$ cat src/rtl/uart_rx_edge_bit_sampler.sv
// uart_rx_edge_bit_sampler: oversampling edge/bit counters and 3-sample majority bit recovery
module uart_rx_edge_bit_sampler #(
    parameter int PRESCALE_W = 6,
    parameter int BIT_CNT_W  = 4
) (
    input  logic                  clk,
    input  logic                  rst,
    input  logic                  RX_IN,
    input  logic [PRESCALE_W-1:0] prescale,
    input  logic                  cnt_enable,
    input  logic                  data_samp_en,
    output logic [PRESCALE_W-1:0] edge_cnt,
    output logic [BIT_CNT_W-1:0]  bit_cnt,
    output logic                  last_edge_flag,
    output logic                  sample_done,
    output logic                  sampled_bit
);
    localparam logic [PRESCALE_W-1:0] ONE = PRESCALE_W'(1);
    logic [PRESCALE_W-1:0] p_q, h, last_e, h_m1, h_p1;
    logic [1:0] s;
    logic samp_en;
    assign h       = p_q >> 1;
    assign h_m1    = h - ONE;
    assign h_p1    = h + ONE;
    assign last_e  = p_q - ONE;
    assign samp_en = cnt_enable & data_samp_en;
    assign last_edge_flag = rst & cnt_enable & (edge_cnt == last_e);
    // prescale is only latched while stopped so a frame never changes bit length mid-way
    always_ff @(posedge clk or negedge rst)
        if (!rst) begin
            p_q      <= PRESCALE_W'(8);
            edge_cnt <= '0;
            bit_cnt  <= '0;
        end else if (!cnt_enable) begin
            p_q      <= prescale;
            edge_cnt <= '0;
            bit_cnt  <= '0;
        end else if (edge_cnt == last_e) begin
            edge_cnt <= '0;
            bit_cnt  <= (&bit_cnt) ? bit_cnt : bit_cnt + BIT_CNT_W'(1);
        end else begin
            edge_cnt <= edge_cnt + ONE;
        end
    always_ff @(posedge clk or negedge rst)
        if (!rst) begin
            s           <= 2'b11;
            sampled_bit <= 1'b1;
            sample_done <= 1'b0;
        end else begin
            sample_done <= samp_en & (edge_cnt == h_p1);
            if (samp_en && edge_cnt == h_m1) s[0] <= RX_IN;
            if (samp_en && edge_cnt == h) s[1] <= RX_IN;
            if (samp_en && edge_cnt == h_p1)
                sampled_bit <= (s[0] & s[1]) | (s[0] & RX_IN) | (s[1] & RX_IN);
        end
endmodule

$ cat config.mk
export PLATFORM = sky130hd
export DESIGN_NAME = uart_rx_edge_bit_sampler
export DESIGN_NICKNAME = d
export VERILOG_FILES = /design/src/rtl/uart_rx_edge_bit_sampler.sv
export SDC_FILE = /design/constraint.sdc
export NUM_CORES = 1
export LEC_CHECK = 0
export CAP_MARGIN = 30
export CORE_UTILIZATION = 35
export DETAILED_ROUTE_END_ITERATION = 8
export SLEW_MARGIN = 20
export SYNTH_ARGS = -nofsm -noshare
export SYNTH_HDL_FRONTEND = slang
export SYNTH_SLANG_ARGS = --single-unit
$ cat constraint.sdc
create_clock -name clk -period 6.6 [get_ports clk]
set_clock_uncertainty 0.15 [all_clocks]
set_input_delay 1.65 -clock clk [delete_from_list [all_inputs] [get_ports clk]]
set_output_delay 1.65 -clock clk [all_outputs]
set_load 0.02 [all_outputs]
* Yosys cells after proc, flatten, opt, wreduce, memory -nomap -nowiden
Index checks and enable logic that the tools add are counted.
** Operators by class
- Bitwise logic cells :: 9
- Reductions and logical operators :: 5
- Equality and inequality tests :: 6
- Add/subtract/negate cells :: 5
- Mux-type cells :: 5
** Operators by type and width (count)
- $eq 6x6->1 :: 3
- $mux 4 :: 3
- $mux 6 :: 2
- $and 1x1->1 :: 7
- $add 5x1->6 const B :: 1
- $add 6x1->6 const B :: 1
- $eq 6x5->1 :: 1
- $sub 5x1->6 const B :: 1
- $sub 6x1->6 const B :: 1
- $add 4x1->4 const B :: 1
- $reduce_and 4->1 :: 1
- $logic_and 1x1->1 :: 3
- $ne 2x1->1 const B :: 1
- $ne 2x2->1 const B :: 1
- $or 1x1->1 :: 2
- $reduce_and 2->1 :: 1
** Word-level totals
- Register bits :: 20
- Word-level logic and storage cells :: 37
- Input port bits :: 11

* Longest topological paths before layout
Gate-level depths: netlist of the first run.
- Word-level depth :: 4
- Depth in mapped cells :: 8

* Worst setup path after synthesis of the first run
Ideal clock, no wire load.
- Path type :: input -> output
- From :: input port cnt_enable
- To :: output port last_edge_flag
- Setup slack :: 2.570 ns
- Data required time :: 4.800 ns
- Path buffers :: 1
- Data arrival time :: 2.230 ns
- Stages on the path :: 2
- Cell sequence :: clkbuf_1 and3_1
** Between the ends
- Word-level cells in the longest chain between the ends :: 2
** RTL lines
- start, declared :: RTL line 10 : input logic cnt_enable,
- $and 1x1->1 (2 in series) :: RTL line 27 : assign last_edge_flag = rst & cnt_enable & (edge_cnt == last_e);
- end, declared :: RTL line 14 : output logic last_edge_flag,
No other way between the ends.

* Worst setup path in the final report of the first run
Same ends and word-level chain as after synthesis.

==> results.toml, run 1 <==
[yosys]
synthesis.area_mm2 = 0.00144
syn-instance-count = 137
syn_avg_cell_area_um2 = 10.5
seq_area_frac_synth = 0.352
yosys_register_bits = 20
ys_warn_count = 0
synth_cell_types = 45
async_flop_share = 1.00
synthFlopType = "dfrtp_1"
synth-edff-count = 0
synth_nets = 154

[clocking]
cts_resized = 0
clockRootBuffer = "clkbuf_8"
postCtsHoldBufs = 0
cts_sinks = 20
post_cts.repair.setup_buffers = 0
clockBufferDepth = 2
cts_tree = "done"
clk_latency_ps = 260
clk_pin_slew_ps = 70
numCtsBuffers = 3
htreeDepth = 1

[floorplan]
ios = 24
coreArea_mm2 = 0.00380
rows = 22
die_y_um = 66.1
initial_core_util = 0.378
die_x_um = 66.1
die_area_mm2 = 0.00437

[route]
wirelength_mm = 2.78
wl_per_cell_um = 13.5
antenna_left = 0
drt-vias-per-instance = 5.28
drtPass1Iterations = 4
drt_iter0_markers = 37
drc = 0
via_count = 1088

[worst_setup_path]
critPathArrivalTime_ps = 3310
end_kind = "output port"
worstSetupPathType = "in -> out"
startpoint_type = "input pin"
critPathRequiredTime_ps = 4800
worstPathMaxFanout = 15

[finish]
final_common_cell = "clkdlybuf4s50_1"
drive_above_1_share = 0.165
n_fill_cell = 366
final_cell_mix = "23 x clkdlybuf4s50_1, 16 x dfrtp_1, 13 x nor2_1"
multiInputGateArea_um2 = 865
regArea_um2 = 505
nNetsFinal = 176
areaGrowthSynthToFinish_pct = 21.4
antenna_cells = 0

[pwr]
leakagePower_nw = 0.730
vdd_drop_max_uv = 122
power_density_mw_per_mm2 = 199
total_power_mw = 0.347

[global_route]
antenna_found_initial = 0
grt_pass1_wl_mm = 4.89
grt_max_degree = 22
grt_pass1_vias = 1088
groute.usage.overall = 0.148
grt-ovfl-total = 0

[run_status]
status = "finished, final reports clean"

[placement]
place_hpwl_mm = 2.21
place.port_buffers = 23
gp_congestion = 0.808

[timing]
hold_ws_ps = 427
slew_headroom = 0.627
fmax_mhz = 196
finalCritPeriodShare = 0.774
tightest_slew_ps = 558
fin_setup_tns_ps = 0
slew_violations = 0
grt_setup_unrepaired = "no"
setup_violations = 0
fin_crit_ps = 5110
hold_violations = 0

[worst_hold_path]
hp-class = "reg -> reg"

[job]
cap_violations = 0
[metrics by stage]
step           setup slack (ps)  cell area [um^2]  utilization  instances
2_1_floorplan              2570              1440            -        137
3_3_place_gp               1500              1690        0.445        202
3_5_place_dp               1460              1690        0.445        202
4_1_cts                    1470              1750        0.459        206
5_1_grt                    1370              1750        0.459        206
6_report                   1490              1750        0.459        206
[Yosys cell counts (2+ instances only)]
master,n,share of area
dfstp_2,4,0.073
buf_2,3,0.010
nand4_1,2,0.0087
nand2b_1,3,0.013
mux2i_1,2,0.014
inv_1,6,0.016
ha_1,6,0.052
o211a_1,2,0.014
and3_1,4,0.017
nor2_1,13,0.034
buf_4,2,0.010
a21oi_1,2,0.0070
xor2_1,8,0.049
xnor2_1,12,0.073
nand3_1,6,0.021
a311oi_1,2,0.012
dfrtp_1,16,0.28
nand2_1,5,0.013
mux2_2,6,0.047
mux2_1,2,0.016
a31oi_1,4,0.017
nor2b_1,4,0.017
[critical path: stages]
cell and delay, ps:
clkdlybuf4s50_1 820, and3_1 240, clkdlybuf4s50_1 590
[area by class of cell]
type / instances / area share
timing repair buffer: 24 / 0.136
inverter: 6 / 0.0129
tap: 48 / 0.0344
sequential: 20 / 0.290
multi-input combinational: 104 / 0.495
clock buffer: 4 / 0.0315
[cell families (layout without fill, tap and decap cells)]
family | after synthesis | after routing | synth area share
fa+ha+maj | 7 | 7 | 0.0592
buf+inv | 13 | 34 | 0.0470
simple gates | 46 | 46 | 0.189
mux | 11 | 11 | 0.0870
compound gates | 19 | 19 | 0.133
xor+xnor | 21 | 21 | 0.133
flops | 20 | 20 | 0.352
[state kept, by name, summed over array words and instances, names as in the netlist]
name         cells
p_q              6
sampled_bit      1
bit_cnt          4
s                2
sample_done      1
edge_cnt         6
[power by group]
group          switching (mW)  internal, mW
Clock                  0.0398        0.0531
Combinational          0.0461        0.0497
Sequential             0.0190         0.139
Total                   0.105         0.242
[worst paths after layout]
path | start | to | slack [ps] | cells after the start
max | cnt_enable | last_edge_flag | 1490 | 3
min | bit_cnt[1] | bit_cnt[1] | 430 | 2
max reg2reg | p_q[1] | edge_cnt[4] | 4150 | 7
min reg2reg | bit_cnt[1] | bit_cnt[1] | 430 | 2
max in group asynchronous | rst | p_q[3] | 4450 | 2
min in group asynchronous | rst | edge_cnt[4] | 1570 | 2
[metal layers]
layer | global-route usage | wire length [um]
met4 | 0.0559 | 42
met3 | 0.0207 | 118
met5 | 0 | 0
met2 | 0.246 | 1340
met1 | 0.194 | 1280
Power figures use the tool's default switching activity.
==> inputs of run 2 (changes only) <==
Clock period 6.6 ns to 4.85 ns, I/O delays scaled along.
==> results.toml, run 2 (same netlist as run 1, synthesis figures left out) <==
[pwr]
power_density_mw_per_mm2 = 295
p_sw_frac = 0.295
intPower_mw = 0.368
leakagePower_nw = 0.742
power.net_switching_mw = 0.154
seqPwrFrac = 0.414
combPwrFrac = 0.257
clkPwrFrac = 0.329
vdd_drop_max_uv = 111

[finish]
nNetsFinal = 177
n_fill_cell = 365
antenna_cells = 0
regArea_um2 = 505
multiInputGateArea_um2 = 865
reg_top3 = "edge_cnt: 6 flops, p_q: 6 flops, bit_cnt: 4 flops"
final_cell_mix = "23 x clkdlybuf4s50_1, 16 x dfrtp_1, 13 x nor2_1"
drive_above_1_share = 0.170
areaGrowthSynthToFinish_pct = 23.1
final_core_util = 0.466
final_common_cell = "clkdlybuf4s50_1"

[clocking]
postCtsHoldBufs = 0
htreeDepth = 1
clk_pin_slew_ps = 80
post_cts.repair.setup_buffers = 0
clockBufferDepth = 2
cts_tree = "done"
cts_sinks = 20
clk_latency_ps = 270
numCtsBuffers = 3
cts_resized = 0
clockRootBuffer = "clkbuf_8"

[global_route]
grt-ovfl-total = 0
grt_pass1_vias = 1136
grt_max_degree = 21
grt_pass1_wl_mm = 5.46
antenna_found_initial = 0
groute.usage.overall = 0.167

[floorplan]
die_x_um = 66.1
initial_core_util = 0.378
ios = 24
die_area_mm2 = 0.00437
die_y_um = 66.1
coreArea_mm2 = 0.00380
rows = 22

[timing]
fin_crit_ps = 4230
tightest_slew_ps = 544
fin_setup_tns_ps = 0
slew_violations = 0
setup_violations = 0
hold_violations = 0
finalCritPeriodShare = 0.872
grt_setup_unrepaired = "no"
slew_headroom = 0.635
fmax_mhz = 236

[worst_setup_path]
critPathRequiredTime_ps = 3490
worstSetupPathType = "reg -> out"
startpoint_type = "register"
critPathArrivalTime_ps = 2870
worstPathMaxFanout = 11
end_kind = "output port"

[run_status]
status = "finished, final reports clean"

[placement]
gp_congestion = 0.817
place.port_buffers = 23
place_hpwl_mm = 2.41

[job]
cap_violations = 0

[route]
drtPass1Iterations = 4
antenna_left = 0
drc = 0
wl_per_cell_um = 15.1
drt_iter0_markers = 61
drt-vias-per-instance = 5.29
wirelength_mm = 3.13
via_count = 1094

[worst_hold_path]
hp-class = "reg -> reg"
[run 2: cell count changes in the layout (fill, tap and decap cells not counted)]
| cell | previous run | this run |
|---|---|---|
| buf_4 | 1 | 2 |
| bufinv_16 | 0 | 1 |
| clkbuf_8 | 4 | 3 |
[run 2: path summary, 6_finish.rpt]
check | startpoint | to | slack [ps] | depth (start not counted)
max | p_q[2] | last_edge_flag | 620 | 8
min | bit_cnt[1] | bit_cnt[1] | 440 | 2
max reg2reg | p_q[2] | sampled_bit | 2360 | 6
min reg2reg | bit_cnt[1] | bit_cnt[1] | 440 | 2
max in group asynchronous | rst | p_q[3] | 3050 | 2
min in group asynchronous | rst | edge_cnt[0] | 1230 | 2
[run 2: critical path, cell delays in order, from the launching register on]
cell and delay [ps]:
dfrtp_1 520, inv_1 150, ha_1 240, a21boi_1 320, and3_1 250, o211ai_2 140, nor2_1 200, and3_1 190
clkdlybuf4s50_1 600
[run 2: layout make-up]
class	count	share of cell area
Timing Repair Buffer	25	0.139
Clock inverter	1	0.0170
Tap cell	48	0.0339
Sequential cell	20	0.286
Inverter	6	0.0127
Multi-Input combinational cell	104	0.489
Clock buffer	3	0.0233
[run 2: per-layer routing]
layer  share of wire  wire (um)  up-vias  global-route usage
met5               0          0        -                   0
met4           0.020         63        0              0.0745
met3           0.024         76        6              0.0241
met2            0.50       1570       17               0.273
met1            0.45       1420      543               0.215
li1                -          -      528                   -
[run 2: stage by stage]
stage	hold WS (ps)	instance area [um^2]	setup WS, ps	instances	power, mW
4_1_cts	431	1770	630	207	0.524
5_1_grt	482	1770	457	207	0.548
3_5_place_dp	420	1700	931	203	0.353
2_1_floorplan	395	1440	1590	137	0.310
3_3_place_gp	410	1700	972	203	0.345
6_report	435	1770	621	207	0.521
[run 2: power by group through the flow]
stage	combinational [mW]	clock [mW]	sequential, mW
3_3_place_gp	0.129	0	0.216
3_5_place_dp	0.135	0	0.219
2_1_floorplan	0.0987	0	0.211
5_1_grt	0.148	0.181	0.220
4_1_cts	0.135	0.173	0.215
6_report	0.134	0.171	0.216
